**src/rtl/sysid_pkg.sv**
```systemverilog
// ============================================================================
// sysid_pkg : register map, bit positions and helpers for the sysid/uptime slave
// Revision  : 1.0
// ============================================================================
`default_nettype none

package sysid_pkg;

    localparam logic [2:0] SYSID_ADDR_ID        = 3'd0;
    localparam logic [2:0] SYSID_ADDR_TIMESTAMP = 3'd1;
    localparam logic [2:0] SYSID_ADDR_SCRATCH   = 3'd2;
    localparam logic [2:0] SYSID_ADDR_UPTIME_LO = 3'd3;
    localparam logic [2:0] SYSID_ADDR_UPTIME_HI = 3'd4;
    localparam logic [2:0] SYSID_ADDR_CONTROL   = 3'd5;
    localparam logic [2:0] SYSID_ADDR_STATUS    = 3'd6;

    localparam int CTRL_CLEAR_BIT  = 0;
    localparam int CTRL_FREEZE_BIT = 1;
    localparam int STATUS_WRAP_BIT = 0;

    typedef logic [63:0] uptime_t;

    function automatic logic [31:0] merge_bytes(
        input logic [31:0] old_word,
        input logic [31:0] new_word,
        input logic [3:0]  be
    );
        logic [31:0] merged;
        merged = old_word;
        for (int b = 0; b < 4; b++) begin
            if (be[b]) begin
                merged[8*b +: 8] = new_word[8*b +: 8];
            end
        end
        return merged;
    endfunction

endpackage

`default_nettype wire

```
**src/rtl/sysid_uptime_counter.sv**
```systemverilog
// ============================================================================
// sysid_uptime_counter : 64-bit uptime counter with clear/load/freeze, sticky
//                        wrap flag and HI snapshot for coherent two-word reads
// Revision             : 1.0
// ============================================================================
`default_nettype none

module sysid_uptime_counter
    import sysid_pkg::*;
(
    input  logic        clock,
    input  logic        reset_n,
    input  logic        wr_lo,
    input  logic        wr_hi,
    input  logic        wr_control,
    input  logic        wr_status,
    input  logic        rd_lo,
    input  logic [31:0] writedata,
    output logic [31:0] cnt_lo,
    output logic [31:0] hi_snap,
    output logic        freeze,
    output logic        wrap
);

    uptime_t     r_cnt;
    uptime_t     w_cnt_next;
    logic [31:0] r_hi_snap;
    logic        r_freeze;
    logic        r_wrap;
    logic        w_clear;
    logic        w_wrap_event;

    // Clear beats a load, a load beats the increment; a load leaves the other half untouched.
    always_comb begin
        w_clear      = wr_control & writedata[CTRL_CLEAR_BIT];
        w_wrap_event = 1'b0;
        w_cnt_next   = r_cnt;
        if (w_clear) begin
            w_cnt_next = '0;
        end else if (wr_lo) begin
            w_cnt_next = {r_cnt[63:32], writedata};
        end else if (wr_hi) begin
            w_cnt_next = {writedata, r_cnt[31:0]};
        end else if (!r_freeze) begin
            w_cnt_next   = r_cnt + 64'd1;
            w_wrap_event = &r_cnt;
        end
    end

    always_ff @(posedge clock or negedge reset_n) begin
        if (!reset_n) begin
            r_cnt     <= '0;
            r_hi_snap <= '0;
            r_freeze  <= 1'b0;
            r_wrap    <= 1'b0;
        end else begin
            r_cnt <= w_cnt_next;
            if (wr_control) begin
                r_freeze <= writedata[CTRL_FREEZE_BIT];
            end
            if (w_wrap_event) begin
                r_wrap <= 1'b1;
            end else if (wr_status && writedata[STATUS_WRAP_BIT]) begin
                r_wrap <= 1'b0;
            end
            if (rd_lo) begin
                r_hi_snap <= r_cnt[63:32];
            end
        end
    end

    assign cnt_lo  = r_cnt[31:0];
    assign hi_snap = r_hi_snap;
    assign freeze  = r_freeze;
    assign wrap    = r_wrap;

endmodule

`default_nettype wire

```
**src/rtl/nios_system_sysid_ext.sv**
```systemverilog
// ============================================================================
// nios_system_sysid_ext : Avalon-MM system-ID, scratch and uptime slave with
//                         fixed-latency pipelined reads. Uptime block is built
//                         only when SYSID_UPTIME_EN is defined.
// Revision              : 1.0
// ============================================================================
`default_nettype none

module nios_system_sysid_ext
    import sysid_pkg::*;
#(
    parameter logic [31:0] ID_VALUE     = 32'h5805_6E47,
    parameter logic [31:0] TIMESTAMP    = 32'h0,
    parameter int          READ_LATENCY = 1
) (
    input  logic        clock,
    input  logic        reset_n,
    input  logic [2:0]  address,
    input  logic        read,
    input  logic        write,
    input  logic [31:0] writedata,
    input  logic [3:0]  byteenable,
    output logic [31:0] readdata,
    output logic        readdatavalid
);

    logic [31:0] r_scratch;
    logic [31:0] w_rd_data;
    logic        r_valid_s0;
    logic [31:0] r_data_s0;

`ifdef SYSID_UPTIME_EN
    logic [31:0] w_cnt_lo;
    logic [31:0] w_hi_snap;
    logic        w_freeze;
    logic        w_wrap;

    sysid_uptime_counter u_counter (
        .clock      (clock),
        .reset_n    (reset_n),
        .wr_lo      (write && (address == SYSID_ADDR_UPTIME_LO)),
        .wr_hi      (write && (address == SYSID_ADDR_UPTIME_HI)),
        .wr_control (write && (address == SYSID_ADDR_CONTROL)),
        .wr_status  (write && (address == SYSID_ADDR_STATUS)),
        .rd_lo      (read  && (address == SYSID_ADDR_UPTIME_LO)),
        .writedata  (writedata),
        .cnt_lo     (w_cnt_lo),
        .hi_snap    (w_hi_snap),
        .freeze     (w_freeze),
        .wrap       (w_wrap)
    );
`endif

    // Sampled from current state, so a same-cycle write is not visible to the read.
    always_comb begin
        w_rd_data = '0;
        case (address)
            SYSID_ADDR_ID:        w_rd_data = ID_VALUE;
            SYSID_ADDR_TIMESTAMP: w_rd_data = TIMESTAMP;
            SYSID_ADDR_SCRATCH:   w_rd_data = r_scratch;
`ifdef SYSID_UPTIME_EN
            SYSID_ADDR_UPTIME_LO: w_rd_data = w_cnt_lo;
            SYSID_ADDR_UPTIME_HI: w_rd_data = w_hi_snap;
            SYSID_ADDR_CONTROL:   w_rd_data = {30'd0, w_freeze, 1'b0};
            SYSID_ADDR_STATUS:    w_rd_data = {31'd0, w_wrap};
`endif
            default:              w_rd_data = '0;
        endcase
    end

    always_ff @(posedge clock or negedge reset_n) begin
        if (!reset_n) begin
            r_scratch  <= '0;
            r_valid_s0 <= 1'b0;
            r_data_s0  <= '0;
        end else begin
            if (write && (address == SYSID_ADDR_SCRATCH)) begin
                r_scratch <= merge_bytes(r_scratch, writedata, byteenable);
            end
            r_valid_s0 <= read;
            r_data_s0  <= read ? w_rd_data : 32'd0;
        end
    end

    if (READ_LATENCY >= 2) begin : g_lat2
        logic        r_valid_s1;
        logic [31:0] r_data_s1;

        always_ff @(posedge clock or negedge reset_n) begin
            if (!reset_n) begin
                r_valid_s1 <= 1'b0;
                r_data_s1  <= '0;
            end else begin
                r_valid_s1 <= r_valid_s0;
                r_data_s1  <= r_data_s0;
            end
        end

        assign readdatavalid = r_valid_s1;
        assign readdata      = r_data_s1;
    end else begin : g_lat1
        assign readdatavalid = r_valid_s0;
        assign readdata      = r_data_s0;
    end

endmodule

`default_nettype wire
```
**config.mk**
```make
export PLATFORM = sky130hd
export DESIGN_NAME = nios_system_sysid_ext
export DESIGN_NICKNAME = d
export VERILOG_FILES = /design/src/rtl/sysid_pkg.sv /design/src/rtl/sysid_uptime_counter.sv /design/src/rtl/nios_system_sysid_ext.sv
export SDC_FILE = /design/constraint.sdc
export NUM_CORES = 1
export LEC_CHECK = 0
export CORE_MARGIN = 2
export CORE_UTILIZATION = 41
export CTS_CLUSTER_DIAMETER = 200
export DETAILED_ROUTE_END_ITERATION = 12
export PLACE_DENSITY_LB_ADDON = 0.25
export SYNTH_ARGS = -nofsm -noshare
export SYNTH_HDL_FRONTEND = slang
export SYNTH_SLANG_ARGS = --single-unit
```
**constraint.sdc**
```tcl
create_clock -name clock -period 0.8 [get_ports clock]
set_input_delay 0.12 -clock clock [delete_from_list [all_inputs] [get_ports clock]]
set_output_delay 0.12 -clock clock [all_outputs]
set_load 0.02 [all_outputs]
```
== After elaboration in Yosys (flattened, before gate mapping) ==
Index checks and enable logic that the tools add are counted.

* Flip-flop bits (word level): 65
* Input port bits: 43
* Output and inout bits: 33
* Logic and storage cells: 15

* Equal/unequal tests: 1
* Multiplexer cells: 2
* Reductions and logical operators: 6

{| class="wikitable"
|+ Operator list
! cell !! count
|-
| $pmux W32 S2 || 1
|-
| $mux W32 || 1
|-
| $reduce_and A2 Y1 || 4
|-
| $eq A3 B2 Y1 const B || 1
|-
| $logic_not A3 Y1 || 1
|-
| $logic_and A1 B1 Y1 || 1
|}

== Longest topological paths before layout ==
* Word-level depth: 3
* Depth in mapped cells: 4
* Depth with buffers taken out: 3

== Worst setup path after synthesis ==
No wires, ideal clock.

* Kind: in2reg
* From: input port address[2]
* To: register r_scratch[0]
* Setup time: 0.128 ns
* Arrival: 0.916 ns
* Data required time: 0.672 ns
* Slack: -0.243 ns
* Stages: 4
* Buffers on the path: 1
* Cell sequence: and4bb_1 buf_4 nand2_4 mux2_1

* Longest elaborated chain between the ends: 3

{| class="wikitable"
|+ Ends and longest elaborated chain
! what !! line !! RTL
|-
| start: declaration || nios_system_sysid_ext.sv:18 || <nowiki>input logic [2:0] address,</nowiki>
|-
| $eq A3 B2 Y1 || nios_system_sysid_ext.sv:77 || <nowiki>if (write && (address == SYSID_ADDR_SCRATCH)) begin</nowiki>
|-
| $logic_and A1 B1 Y1 || nios_system_sysid_ext.sv:77 ||
|-
| $reduce_and A2 Y1 (no source line) || n/a ||
|-
| end signal: assignment || nios_system_sysid_ext.sv:78 || <nowiki>r_scratch <= merge_bytes(r_scratch, writedata, byteenable);</nowiki>
|-
| end: declaration || nios_system_sysid_ext.sv:27 || <nowiki>logic [31:0] r_scratch;</nowiki>
|}

Every way passes these cells.
A chain may end at the register's enable or synchronous reset.

== Worst setup path after layout ==
* From: register r_data_s0[4] (netlist: readdata[4])
* To: output port readdata[4]

{| class="wikitable"
|+ RTL lines
! what !! line !! RTL
|-
| start: declaration || nios_system_sysid_ext.sv:30 || <nowiki>logic [31:0] r_data_s0;</nowiki>
|-
| start signal: assignment || nios_system_sysid_ext.sv:81 || <nowiki>r_data_s0 <= read ? w_rd_data : 32'd0;</nowiki>
|-
| end: declaration || nios_system_sysid_ext.sv:23 || <nowiki>output logic [31:0] readdata,</nowiki>
|}

No word-level cell between the ends.

==> results by group <==
Synthesis
  – Mux contribution to synthesized area: between 10% and 20%
  – Post-synthesis sequential area ratio: approximately 70%
  – Post-synthesis xor/xnor area fraction: 0%
  – Synth top cells by count: 65 x dfrtp_1, 32 x mux2_1, 18 x and2_1
  – Synthesized area: 2325 µm²
  – Cells after Synth: 155
  – Mean area per synthesized cell: 15.00 µm²
  – Largest family of logic cells by synthesized area: multiplexers
  – Simple-gate share of the synthesized area: between 8 and 9%
  – Main synth FF type: dfrtp_1
  – Yosys reg bits: 65
  – Synth Area in Adders: 0%
  – Synth Area in Compound Gates: 3.014%
  – Top cell type's share of synthesized area: 69.97%
  – Library cells used by synthesis: 12
  – Ranking of synthesized cells by area: dfrtp_1 70%, mux2_1 16%, and2_1 4.8%
  – Post-synth EDFFs: 0
  – YS warnings: 0
  – Post-synthesis async set-or-reset flop share: 100.0%
  – Synthesized Nets: around 200
  – Synth area leader: dfrtp_1
  – Most frequent cell after synthesis: dfrtp_1

Critical path
  – Buf/Inv on CP: 1
  – Largest stage delay, worst path: ~0.4 ns
  – CP Capture Type: primary output
  – CP arrival: ~0.86 ns
  – Maximum fanout along the worst path: 1
  – Critical path, cell by cell: buf_6
  – Slowest CP cell: dfrtp_1
  – Family with the most delay on the worst path: flip-flops
  – Critical Path RT: 0.68 ns
  – CP Class: reg2out
  – CP Launch Type: register

Final layout
  – Filler Cell Count: 428
  – Layout Nets: slightly below 300
  – Share of cells above drive strength 1: 45.02%
  – Area grow syn2layout: 59.96%
  – Final antenna diode count: 0
  – Non-filler cells, final: approximately 320

Global route
  – Initial antenna violation count: 0
  – First-pass GRT wire length: about 8000 µm
  – GRT Total Usage: 17.47%
  – Grt ovf: 0
  – Pin count of the biggest net entering global routing: 66
  – Vias in the first global route: 1585

Worst hold path
  – HP Class: in2reg

STA
  – Worst slew pin tran: 0.3288 ns
  – RSZ-0062 raised after global routing: true
  – Fin crit share: 122.9%
  – Hold Slack: 0.1845 ns
  – Slew Limit Fails: 0
  – Fin worst setup slack: -0.1833 ns
  – Max_slew headroom: 78.08%
  – Final setup viols: 65
  – Fin. Hold Viols: 0
  – Clock Skews: 0.004195 ns
  – Period minus WS final: 0.9833 ns
  – Setup TNS: -8.107 ns
  – Max Freq: 1017 MHz

Die
  – Die Height: 79.30 µm
  – Die Span X: 79.30 µm
  – Die ar.: 6288 µm²
  – Initial Util: a little over two fifths
  – IO Pins: 76
  – Row cnt: 27
  – Core area: 5507 µm²

Power and ir drop
  – VDD IR max: approximately 1.1 mV
  – Lkg Pwr: 1.853 nW
  – P per Cell Area: 2174 nW/µm²

Flow run
  – Max-cap violation count: 0

Routing
  – Drt first pass iters: 5
  – DR DRC count: 0
  – DR vias/cell: approximately 4.6
  – Routed WL: 4829 µm
  – Vias after detailed routing: 1493
  – Post-DRT Antenna Nets: 0
  – Avg WL per Cell: around 15 µm
  – Initial DRC count: 45

Placed design
  – PortBufs: 75
  – Detail Placement HPWL: about 3000 µm
  – Placed Cells: between 300 and 400
  – Final GP Congestion: 0.6919

Clock network
  – Root buffer cell: clkbuf_8
  – Latest clock arrival within the worst-skew pair: roughly 0.32 ns
  – Clock buffer depth: 2
  – Clock slew at reported path FFs: approximately 0.060 ns
  – CTS tree: built
  – H-tree depth: 3
  – TritonCTS buffer count: 9
  – CTS Sinks: 65

Status
  – Status: finished, violations left
  – Failing checks: setup timing
## where the power goes
group	internal [mW]	switching, mW	total (mW)
Combinational	0.856	0.464	1.32
Clock	1.69	1.13	2.83
Sequential	3.72	0.222	3.94
## timing repair
action	4_1_cts	5_1_grt
pin swaps	4	2
resized for setup	258	3
hold endpoints to repair	65	0
hold buffers	1	0
buffers inserted	1	0
gates cloned	1	0
setup endpoints to repair	97	82
## state kept, by name (all words and copies together), names as in the netlist
signal         cells
r_scratch         32
readdata          32
readdatavalid      1
## final timing paths
kind	startpoint	endpoint	slack, ns	depth (start not counted)
max in group asynchronous	reset_n	readdata[4]$_DFF_PN0_	0.18	3
worst min register to register	r_scratch[26]$_DFFE_PN0P_	readdata[26]$_DFF_PN0_	0.48	1
worst max register to register	r_scratch[16]$_DFFE_PN0P_	r_scratch[16]$_DFFE_PN0P_	0.02	1
worst max-delay path	readdata[4]$_DFF_PN0_	readdata[4]	-0.18	1
min in group asynchronous	reset_n	r_scratch[22]$_DFFE_PN0P_	0.34	3
worst min-delay path	address[1]	readdata[1]$_DFF_PN0_	0.18	3
## final cells by class
cell class / count / area, µm² / area share (%)
Clock inverter: 2 / 35.03 / 0.9421
Inverter: 14 / 52.55 / 1.413
Sequential cell: 65 / 1627 / 43.74
Clock buffer: 14 / 172.7 / 4.643
Tap cell: 72 / 90.09 / 2.423
Timing Repair Buffer: 84 / 894.6 / 24.06
Multi-Input combinational cell: 72 / 847.1 / 22.78
## cells in the final DEF (no fill, tap or decap), drive strengths merged
cell type      instances
dfrtp                 65
buf                   45
mux2                  32
clkdlybuf4s50         32
and2                  18
inv                   14
a21oi                 14
clkbuf                14
nand2                  4
dlygate4sd2            4
or3b                   2
clkdlybuf4s15          2
and4bb                 2
clkinv                 1
bufinv                 1
dlygate4sd3            1
## through the flow
| step | power (mW) | instance area, µm² | worst slack (ns) | utilization, % |
|---|---|---|---|---|
| after detailed placement | 4.934 | 3269 | -0.9592 | 59.37 |
| after global routing | 8.481 | 3719 | -0.2063 | 67.53 |
| after floorplan | 4.409 | 2405 | -0.2311 | - |
| after global placement | 4.891 | 3269 | -0.9020 | 59.37 |
| after CTS | 8.126 | 3707 | -0.1911 | 67.33 |
| final | 8.085 | 3719 | -0.1833 | 67.53 |
## logic make-up (layout without fill, tap and decap cells)
group	Yosys count	after routing
and+or+nand+nor	25	26
buffers and inverters	19	114
muxes	32	32
AOI/OAI and AO/OA	14	14
DFF	65	65
## per-layer routing
metal / part of all wire, % / wire length (µm) / GRT usage (%)
met2: 47 / 2282 / 25.85
met3: 5.7 / 274 / 3.864
met1: 46 / 2213 / 24.75
met5: 0 / 0 / 0
met4: 1.2 / 58 / 7.759
Note: power is estimated with default switching activity, not from simulation.
